**src/rtl/reg_serial_reader_pkg.sv**
```systemverilog
// Shared types and helpers for the serial read-out of a parallel-load register word.
// State encoding is fixed so the register bank debug view can decode it directly.
package reg_serial_reader_pkg;

    localparam int unsigned DefaultWidth = 16;

    typedef enum logic [1:0] {
        StIdle  = 2'b00,
        StShift = 2'b01,
        StDone  = 2'b10
    } state_e;

    // Bits needed to hold values 0..value-1.
    function automatic int unsigned clog2(input int unsigned value);
        int unsigned res;
        int unsigned v;
        res = 0;
        v   = value - 1;
        while (v > 0) begin
            res = res + 1;
            v   = v >> 1;
        end
        return res;
    endfunction

endpackage

```
**src/rtl/reg_serial_reader_bit_down_counter.sv**
```systemverilog
// Bit index counter for the serial reader: loads a start index, counts down to zero and
// holds there; zero flags the last bit of the word.
module reg_serial_reader_bit_down_counter #(
    parameter int unsigned Width = 4
) (
    input  logic             clk,
    input  logic             rst,
    input  logic             load,
    input  logic [Width-1:0] load_val,
    input  logic             dec,
    output logic             zero
);

    logic [Width-1:0] count_q;

    always_ff @(posedge clk or negedge rst) begin
        if (!rst) begin
            count_q <= '0;
        end else if (load) begin
            count_q <= load_val;
        end else if (dec && (count_q != '0)) begin
            count_q <= count_q - Width'(1);
        end
    end

    assign zero = (count_q == '0);

endmodule

```
**src/rtl/reg_serial_reader.sv**
```systemverilog
// Serial read-out of a stored register word: load handshake, one bit per enabled clock,
// one-cycle done pulse. All outputs are registered; nothing combinational from inputs.
module reg_serial_reader
    import reg_serial_reader_pkg::*;
#(
    parameter int unsigned WIDTH     = DefaultWidth,
    parameter bit          LSB_FIRST = 1'b0
) (
    input  logic             clk,
    input  logic             rst,
    input  logic [WIDTH-1:0] D,
    input  logic             load,
    input  logic             en,
    output logic             ready,
    output logic             sout,
    output logic             sout_valid,
    output logic             done,
    output logic             busy
);

    localparam int unsigned     CntW    = clog2(WIDTH);
    localparam logic [CntW-1:0] LastIdx = CntW'(WIDTH - 1);

    state_e           state_q;
    logic [WIDTH-1:0] shreg_q;
    logic [WIDTH-1:0] shreg_shifted;
    logic             first_bit;
    logic             next_bit;
    logic             cnt_load;
    logic             cnt_dec;
    logic             cnt_zero;

    always_comb begin
        shreg_shifted = LSB_FIRST ? (shreg_q >> 1) : (shreg_q << 1);
        first_bit     = LSB_FIRST ? D[0] : D[WIDTH-1];
        next_bit      = LSB_FIRST ? shreg_shifted[0] : shreg_shifted[WIDTH-1];
        cnt_load      = (state_q == StIdle) && load;
        cnt_dec       = (state_q == StShift) && en && !cnt_zero;
    end

    reg_serial_reader_bit_down_counter #(
        .Width (CntW)
    ) u_bit_cnt (
        .clk      (clk),
        .rst      (rst),
        .load     (cnt_load),
        .load_val (LastIdx),
        .dec      (cnt_dec),
        .zero     (cnt_zero)
    );

    // Outputs are set from the next state so they line up with state_q.
    always_ff @(posedge clk or negedge rst) begin
        if (!rst) begin
            state_q    <= StIdle;
            shreg_q    <= '0;
            ready      <= 1'b1;
            sout       <= 1'b0;
            sout_valid <= 1'b0;
            done       <= 1'b0;
            busy       <= 1'b0;
        end else begin
            unique case (state_q)
                StIdle: begin
                    if (load) begin
                        state_q    <= StShift;
                        shreg_q    <= D;
                        ready      <= 1'b0;
                        busy       <= 1'b1;
                        sout_valid <= 1'b1;
                        sout       <= first_bit;
                    end
                end
                StShift: begin
                    if (en) begin
                        if (!cnt_zero) begin
                            shreg_q <= shreg_shifted;
                            sout    <= next_bit;
                        end else begin
                            state_q    <= StDone;
                            shreg_q    <= '0;
                            sout       <= 1'b0;
                            sout_valid <= 1'b0;
                            done       <= 1'b1;
                        end
                    end
                end
                StDone: begin
                    state_q <= StIdle;
                    done    <= 1'b0;
                    busy    <= 1'b0;
                    ready   <= 1'b1;
                end
                default: begin
                    state_q    <= StIdle;
                    shreg_q    <= '0;
                    ready      <= 1'b1;
                    sout       <= 1'b0;
                    sout_valid <= 1'b0;
                    done       <= 1'b0;
                    busy       <= 1'b0;
                end
            endcase
        end
    end

endmodule

```
**config.mk**
```make
export PLATFORM = sky130hd
export DESIGN_NAME = reg_serial_reader
export DESIGN_NICKNAME = d
export VERILOG_FILES = /design/src/rtl/reg_serial_reader_pkg.sv /design/src/rtl/reg_serial_reader_bit_down_counter.sv /design/src/rtl/reg_serial_reader.sv
export SDC_FILE = /design/constraint.sdc
export NUM_CORES = 1
export LEC_CHECK = 0
export BUFFER_PORTS_ARGS = -buffer_cell sky130_fd_sc_hd__buf_4
export CAP_MARGIN = 5
export CORE_UTILIZATION = 49
export CTS_CLUSTER_SIZE = 14
export DETAILED_ROUTE_END_ITERATION = 8
export HOLD_SLACK_MARGIN = 0.02
export PLACE_DENSITY_LB_ADDON = 0.2
export SETUP_SLACK_MARGIN = 0.4
export SLEW_MARGIN = 20
export SYNTH_ARGS = -nofsm -noshare
export SYNTH_HDL_FRONTEND = slang
export SYNTH_SLANG_ARGS = --single-unit
```
**constraint.sdc**
```tcl
create_clock -name clk -period 1.73 [get_ports clk]
set_input_delay 0.173 -clock clk [delete_from_list [all_inputs] [get_ports clk]]
set_output_delay 0.173 -clock clk [all_outputs]
set_load 0.1 [all_outputs]
```
Word level (Yosys, flattened, before mapping)
Cells that the tools add are included.
{ "classes": {"add_sub_neg": 1, "n_eq_ne": 5, "muxes": 24, "n_reduce_logical": 14, "bitwise": 3} }
{ "ops": {"columns": ["operator", "n"], "rows": [
  ["$mux W15", 3],
  ["$pmux W15 S3", 1],
  ["$mux W1", 9],
  ["$reduce_and A3 Y1", 3],
  ["$mux W4", 2],
  ["$mux W2", 3],
  ["$ne A2 B2 Y1 const B", 3],
  ["$pmux W1 S2", 3],
  ["$pmux W1 S3", 2],
  ["$logic_and A1 B1 Y1", 4],
  ["$logic_not A4 Y1", 1],
  ["$pmux W2 S2", 1],
  ["$reduce_and A4 Y1", 1],
  ["$reduce_bool A4 Y1", 1],
  ["$sub A4 B1 Y4 const B", 1],
  ["$not A1 Y1", 3],
  ["$eq A2 B1 Y1 const B", 1],
  ["$eq A2 B2 Y1 const B", 1],
  ["$logic_not A2 Y1", 1],
  ["$reduce_and A2 Y1", 1],
  ["$reduce_bool A2 Y1", 1],
  ["$logic_not A1 Y1", 1]
]} }
{ "word_totals": {"regBits": 26, "in_bits": 20, "wordCells": 55} }

Longest topological paths before layout
Gate-level depths: netlist of the first run.
{ "logic_depth": {"depth_word": 6, "mapped_depth": 6, "ltp_nobuf": 5} }

By module
From an unflattened synthesis of the first run, not the netlist that was laid out.
{ "hier_totals": {"hier_cells": 108, "area_unflattened_um2": 1395.1} }
{ "by_module_without_submodules": {"columns": ["module", "area_each_um2", "cells_per_inst", "seq_area_each_um2", "instances"], "rows": [
  ["reg_serial_reader", 1124.8, 81, 551.8, 1],
  ["reg_serial_reader_bit_down_counter", 270.3, 27, 100.1, 1]
]} }

Worst setup path after synthesis of the first run
No wires, ideal clock.
{ "synth_timing": {"path_kind": "register -> register", "start": "register u_bit_cnt.count_q[0]", "end": "register sout", "setup_time_ns": 0.127, "path_slack_ns": 0.121, "period_less_slack_ns": 1.609, "path_buffers": 1, "stages_incl_launch_ff": 7, "arrival_ns": 1.482, "cell_sequence": "dfrtp_1 -> inv_1 -> ha_1 -> nor3b_4 -> nor2_4 -> buf_6 -> a221o_1"} }
{ "synth_between": {"elab_chain_len": 4} }
{ "synth_rtl": {"columns": ["item", "line", "source"], "rows": [
  ["start: declaration", "reg_serial_reader_bit_down_counter.sv:14", "logic [Width-1:0] count_q;"],
  ["start signal: assignment", "reg_serial_reader_bit_down_counter.sv:20", "count_q <= load_val;"],
  ["start signal: assignment", "reg_serial_reader_bit_down_counter.sv:22", "count_q <= count_q - Width'(1);"],
  ["$logic_not A4 Y1", "reg_serial_reader_bit_down_counter.sv:26", "assign zero = (count_q == '0);"],
  ["$mux W1", "reg_serial_reader.sv:76", "if (!cnt_zero) begin"],
  ["$mux W1", "reg_serial_reader.sv:75", "if (en) begin"],
  ["$pmux W1 S3", "reg_serial_reader.sv:63", "unique case (state_q)"],
  ["end signal: assignment", "reg_serial_reader.sv:71", "sout <= first_bit;"],
  ["end signal: assignment", "reg_serial_reader.sv:78", "sout <= next_bit;"],
  ["end: declaration", "reg_serial_reader.sv:15", "output logic sout,"]
]} }
No other way between the ends. The select of a mux whose other input is x is not followed.
A chain may end at the register's enable or synchronous reset.

Worst setup path after layout of the first run
{ "layout_timing": {"start": "register u_bit_cnt.count_q[0]", "end": "register shreg_q[7]"} }
{ "layout_between": {"elab_chain_len": 4} }
{ "layout_rtl": {"columns": ["item", "line", "source"], "rows": [
  ["$logic_not A4 Y1", "reg_serial_reader_bit_down_counter.sv:26", null],
  ["$mux W15", "reg_serial_reader.sv:76", null],
  ["$mux W15", "reg_serial_reader.sv:75", null],
  ["$pmux W15 S3", "reg_serial_reader.sv:63", null],
  ["end signal: assignment", "reg_serial_reader.sv:77", "shreg_q <= shreg_shifted;"],
  ["end: declaration", "reg_serial_reader.sv:25", "logic [WIDTH-1:0] shreg_q;"]
]} }
No other way between the ends. The select of a mux whose other input is x is not followed.

==> out/qor.yml, run 1 <==
status: "complete, no violations"
gr-total-overflow: 0
worstRegToRegCells: 6
cts-root-buf: "clkbuf_4"
period_minus_slack_ns: 1.49
synth_area_per_cell_sq_um: 10.4
area_delta_synth_final_pct: 33.1
cts.sinks: 26
worstHoldStart: "en"
end_kind: "register"
pwr-share-clk: 0.135
final_util: 0.687
rsz0062_at_grt: "yes"
worstPathMaxFanout: 8
hold_end: "state_q[0]"
grt.total_usage: 0.250
async_flop_share: 1.00
num_io_pins: 25
dr_total_vias: 1334
ys_types: 32
reg2reg_from: "u_bit_cnt.count_q[0]"
vdd_ir_drop_max_mv: 1.88
cpLargestDelayFamily: "flip-flops"
powerDensity_mw_per_mm2: 1650
path_clk_slew_ns: 0.14
p_comb_frac: 0.523
stdcell_count: 209
start_util: 0.516
grt_pass1_wl_microns: 6220
setup_violations: 0
antennaDiodeCount: 0
drcViolationCount: 0
dieArea_sq_mm: 0.00313
first_iter_violations: 54
place.port_buffers: 24
slowest_stage: "dfrtp_1"
synth_edf_count: 0
p_sw_mw: 1.34
hold_path.class: "in2reg"
arrival_ns: 1.71
hpwl_microns: 2160
fin_skew_ns: 0.0115
slew_headroom: 0.675
worstPathRequired_ns: 1.95
grt_pass1_vias: 1313
wl_per_cell_microns: 17.8
yosysWarnings: 0
holdPathStages: 2
switching_share: 0.427
gp_congestion: 0.747
fin_crit_sh: 0.862
rr_endpoint: "shreg_q[7]"
drt_pre_antenna_iters: 4
fin_tns_setup_ns: 0
core_sq_mm: 0.00276
fp.dieW_microns: 55.9
cts_tree: "built"
synth_area_sq_mm: 0.00142
dpl.cell_count: 188
drv_slew: 0
netlist_instances: 137
leakage_nw: 0.822
clockBufferDepth: 2
crit_path_start_kind: "register"
die_h_microns: 55.9
ys.flop_type: "dfrtp_1"
insertion_delay_ns: 0.33
hold_viol_final: 0
synth-seq-cells: 26
max_cap_viol_count: 0
pwr-share-seq: 0.342
drive_above_1_share: 0.399
fmax_mhz: 670
ys_seq_area_frac: 0.458
final_nets: 200
max_stage_delay_ns: 0.42
numCtsBuffers: 3
p_int_mw: 1.80
tightest_slew_ns: 0.487
routed_wl_microns: 3720
crit_type: "reg2reg"
critical_path.cell_chain: "inv_2 -> ha_4 -> nor3b_4 -> buf_6 -> nor2_4 -> a221o_1"
antenna_found_initial: 0
grt_max_degree: 27
viasPerCell: 6.38
row_count: 19
drtAntennaViolNets: 0
crit_start: "u_bit_cnt.count_q[0]"
r2r_slack_ns: 0.24
path_buf_inv: 2
syn_nets: 158
cts-htree-levels: 1
==> cell type report <==
cell class / instances / area [sq um]
Inverter: 4 / 15.0
Multi-Input combinational cell: 96 / 751
Fill cell: 205 / 862
Clock buffer: 3 / 22.5
Clock inverter: 1 / 30.0
Tap cell: 31 / 38.8
Timing Repair Buffer: 48 / 385
Sequential cell: 26 / 653
==> flip-flops by register name, indices dropped and copies added, names as in the netlist <==
name / flops
shreg_q: 15
u_bit_cnt.count_q: 4
state_q: 2
busy: 1
done: 1
ready: 1
sout: 1
sout_valid: 1
==> cell families after synthesis <==
| kind of cell | count (synthesis) | synth area share |
|---|---|---|
| AOI/OAI and AO/OA | 44 | 0.232 |
| buffers and inverters | 16 | 0.0527 |
| adders and majority gates | 1 | 0.00879 |
| and+or+nand+nor | 50 | 0.249 |
| DFF | 26 | 0.458 |
==> how the worst max path moves through the flow <==
stage	to	depth (start not counted)
floorplan	sout	6
global placement	shreg_q[12]	3
detailed placement	shreg_q[1]	5
CTS	sout_valid	7
global route	sout_valid	7
finish	shreg_q[7]	6
==> cell usage after synthesis (2+ instances only) <==
cell type | instances | area, sq um
buf_2 | 6 | 30.0
a31oi_1 | 3 | 18.8
nand3b_1 | 31 | 233
inv_1 | 4 | 15.0
a221o_2 | 6 | 67.6
dfrtp_1 | 25 | 626
a311oi_1 | 2 | 17.5
a221o_1 | 9 | 90.1
nand3_1 | 2 | 10.0
nor2_1 | 5 | 18.8
a21oi_1 | 16 | 80.1
o21ai_0 | 3 | 15.0
nand2b_1 | 2 | 12.5
clkbuf_1 | 4 | 15.0
nand2_1 | 2 | 7.51
==> cell usage in the layout, fill, tap and decap left out, types with 2 or more instances in the layout <==
master     n
buf_4     41
o21ai_0    3
a221o_1    9
nor2_4     2
inv_2      2
nand2b_1   2
nand3b_1  31
inv_1      2
a21oi_1   15
nor2_1     4
a31oi_1    3
buf_6      6
dfrtp_1   24
a221o_2    6
clkbuf_4   3
==> repair_timing <==
| action | in CTS | in global routing |
|---|---|---|
| gates cloned | 1 | 0 |
| hold buffers | 1 | 0 |
| pin swaps | 9 | 5 |
| resized for setup | 11 | 5 |
| endpoints found under the hold margin | 26 | 0 |
| setup endpoints to repair | 24 | 24 |
| buffers inserted | 9 | 6 |
==> routing by layer <==
layer / global-route usage / share of wire
met5: 0 / 0
met4: 0.0662 / 0.015
met3: 0.0395 / 0.063
met2: 0.392 / 0.48
met1: 0.362 / 0.44
==> power by group through the flow <==
| stage | Sequential, mW | Clock, mW | Combinational (mW) |
|---|---|---|---|
| after floorplan | 1.40 | 0 | 0.677 |
| after global placement | 1.05 | 0 | 1.28 |
| after detailed placement | 1.07 | 0 | 1.33 |
| after CTS | 1.06 | 0.428 | 1.51 |
| after global routing | 1.11 | 0.444 | 1.75 |
| final | 1.07 | 0.422 | 1.64 |
==> per-stage QoR <==
stage / hold slack, ns / worst slack [ns] / cell area [sq um] / power (mW)
final: 0.206 / 0.238 / 1900 / 3.14
after global routing: 0.232 / 0.149 / 1900 / 3.30
after CTS: 0.197 / 0.260 / 1830 / 3.00
after detailed placement: 0.104 / 0.147 / 1650 / 2.40
after global placement: 0.100 / 0.0472 / 1650 / 2.34
after floorplan: -0.123 / 0.176 / 1430 / 2.08
No activity file was read; power rests on OpenSTA's default activity.
==> run 2, diff against run 1 <==
--- a/config.mk
+++ b/config.mk
@@ -5,11 +5,11 @@
 export SDC_FILE = /design/constraint.sdc
 export NUM_CORES = 1
 export LEC_CHECK = 0
-export BUFFER_PORTS_ARGS = -buffer_cell sky130_fd_sc_hd__buf_4
 export CAP_MARGIN = 5
-export CORE_UTILIZATION = 49
+export CORE_UTILIZATION = 55
 export CTS_CLUSTER_SIZE = 14
 export DETAILED_ROUTE_END_ITERATION = 8
+export DONT_BUFFER_PORTS = 1
 export HOLD_SLACK_MARGIN = 0.02
 export PLACE_DENSITY_LB_ADDON = 0.2
 export SETUP_SLACK_MARGIN = 0.4
==> run 2 against run 1 <==
- the run now ends with DRC left
- worst hold slack worse by 0.16 ns
- clock-buffer cell count unchanged
- sequential power up 8%
- flip-flop and latch count unchanged
- critical path depth up 2
- cell area down 6.7%
- power down 2.5%
- via count down 6.7%
- setup slack better by 0.0013 ns
- highest routed layer is now met3
- maximum frequency about the same
- die area down 11%
- clock power down 1%
- largest cell class unchanged
- critical endpoint is now u_bit_cnt.count_q[1]
==> out/qor.yml, run 2 (synthesis gave the netlist of run 1 again) <==
status: "complete, but fails checks"
violations: "DRC"
period_minus_slack_ns: 1.49
grt_pass1_vias: 1093
gp_congestion: 0.746
rr_endpoint: "u_bit_cnt.count_q[1]"
cts_tree: "built"
holdPathStages: 2
fin_tns_setup_ns: 0
drcViolationCount: 1
slew_headroom: 0.711
cts-htree-levels: 1
drive_above_1_share: 0.305
final_nets: 176
numCtsBuffers: 3
max_cap_viol_count: 0
reg2reg_from: "u_bit_cnt.count_q[0]"
fin_crit_sh: 0.862
drt_pre_antenna_iters: 6
die_h_microns: 52.9
slowest_stage: "dfrtp_1"
top_regs: "shreg_q (15), u_bit_cnt.count_q (4), state_q (2)"
arrival_ns: 1.69
power_mw: 3.06
grt_max_degree: 32
fp.dieW_microns: 52.9
final_common_cell: "nand3b_1"
cts.sinks: 26
fin_skew_ns: 0.0195
cpLargestDelayFamily: "buffers and inverters"
gr-total-overflow: 0
hold_end: "done"
powerDensity_mw_per_mm2: 1730
clockBufferDepth: 2
dr_total_vias: 1245
fmax_mhz: 671
r2r_slack_ns: 0.24
viasPerCell: 6.77
antennaDiodeCount: 0
worstRegToRegCells: 8
critPathMostFrequentCell: "buf_4"
max_stage_delay_ns: 0.39
num_io_pins: 25
hold_viol_final: 0
hold_path.class: "in2reg"
worstPathMaxFanout: 6
setup_violations: 0
grt_pass1_wl_microns: 5190
crit_path_start_kind: "register"
cts-root-buf: "clkbuf_4"
drv_slew: 0
place.port_buffers: 0
critical_path.cell_chain: "inv_2 -> ha_4 -> nor3b_4 -> buf_4 -> buf_6 -> buf_4 -> o21ai_4 -> o311ai_4"
worstHoldStart: "en"
wl_per_cell_microns: 18.5
core_sq_mm: 0.00245
insertion_delay_ns: 0.33
final_cell_mix: "nand3b_1 (31), dfrtp_1 (23), buf_4 (17)"
rsz0062_at_grt: "yes"
first_iter_violations: 29
row_count: 18
vdd_ir_drop_max_mv: 1.37
antenna_found_initial: 0
path_buf_inv: 4
hpwl_microns: 1880
crit_type: "reg2reg"
routed_wl_microns: 3400
worstPathRequired_ns: 1.93
area_delta_synth_final_pct: 24.3
grt.total_usage: 0.259
leakage_nw: 0.719
dieArea_sq_mm: 0.00280
postLayoutSetupSlackWorst_ns: 0.239
drtAntennaViolNets: 0
largest_register_ffs: 15
path_clk_slew_ns: 0.13
tightest_slew_ns: 0.433
fillerInstances: 168
top_register: "shreg_q"
dp_slack_ns: 0.163
start_util: 0.580
end_kind: "register"
==> run 2: how the worst max path moves through the flow <==
| stage | start | endpoint | slack (ns) | cells after the start |
|---|---|---|---|---|
| global route | u_bit_cnt.count_q[0] | sout_valid | 0.17 | 7 |
| floorplan | u_bit_cnt.count_q[0] | sout | 0.18 | 6 |
| global placement | state_q[0] | shreg_q[2] | 0.07 | 2 |
| finish | u_bit_cnt.count_q[0] | u_bit_cnt.count_q[1] | 0.24 | 8 |
| detailed placement | u_bit_cnt.count_q[0] | shreg_q[13] | 0.16 | 5 |
| CTS | u_bit_cnt.count_q[0] | shreg_q[13] | 0.28 | 6 |
==> run 2: area by class of cell <==
cell class                 instances  area (sq um)  share of cell area
clock buffer                       3          22.5              0.0127
inverter                           4          15.0             0.00849
tap                               30          37.5              0.0212
timing repair buffer              24           235               0.133
clock inverter                     1          30.0              0.0170
multi-input combinational         96           771               0.436
sequential                        26           658               0.372
==> run 2: power by group <==
part	total, mW	switching (mW)	internal (mW)
Sequential	1.16	0.298	0.860
Clock	0.416	0.182	0.234
Combinational	1.48	0.828	0.657
==> run 2: routing by layer <==
| layer | GRT usage | routed length [microns] | vias up |
|---|---|---|---|
| li1 | - | - | 566 |
| met1 | 0.350 | 1450 | 633 |
| met2 | 0.428 | 1750 | 46 |
| met3 | 0.0546 | 190 | 0 |
| met4 | 0.0570 | 0 | 0 |
| met5 | 0 | 0 | - |
==> run 2: metrics by stage <==
stage                     area (sq um)  utilization  std cells  hold WS [ns]
final                             1770        0.721        184        0.0497
after global routing              1770        0.721        184        0.0205
after CTS                         1670        0.680        180        0.0295
after detailed placement          1480        0.602        164        -0.122
after global placement            1480        0.601        164        -0.122
after floorplan                   1430            -        137        -0.123
==> run 2: repair_timing <==
| action | in CTS | in global routing |
|---|---|---|
| endpoints found under the setup margin | 23 | 24 |
| gates cloned | 1 | 1 |
| buffers inserted | 8 | 3 |
| resized for setup | 12 | 10 |
| pin swaps | 8 | 2 |
| hold buffers | 3 | 0 |
| hold endpoints to repair | 27 | 0 |
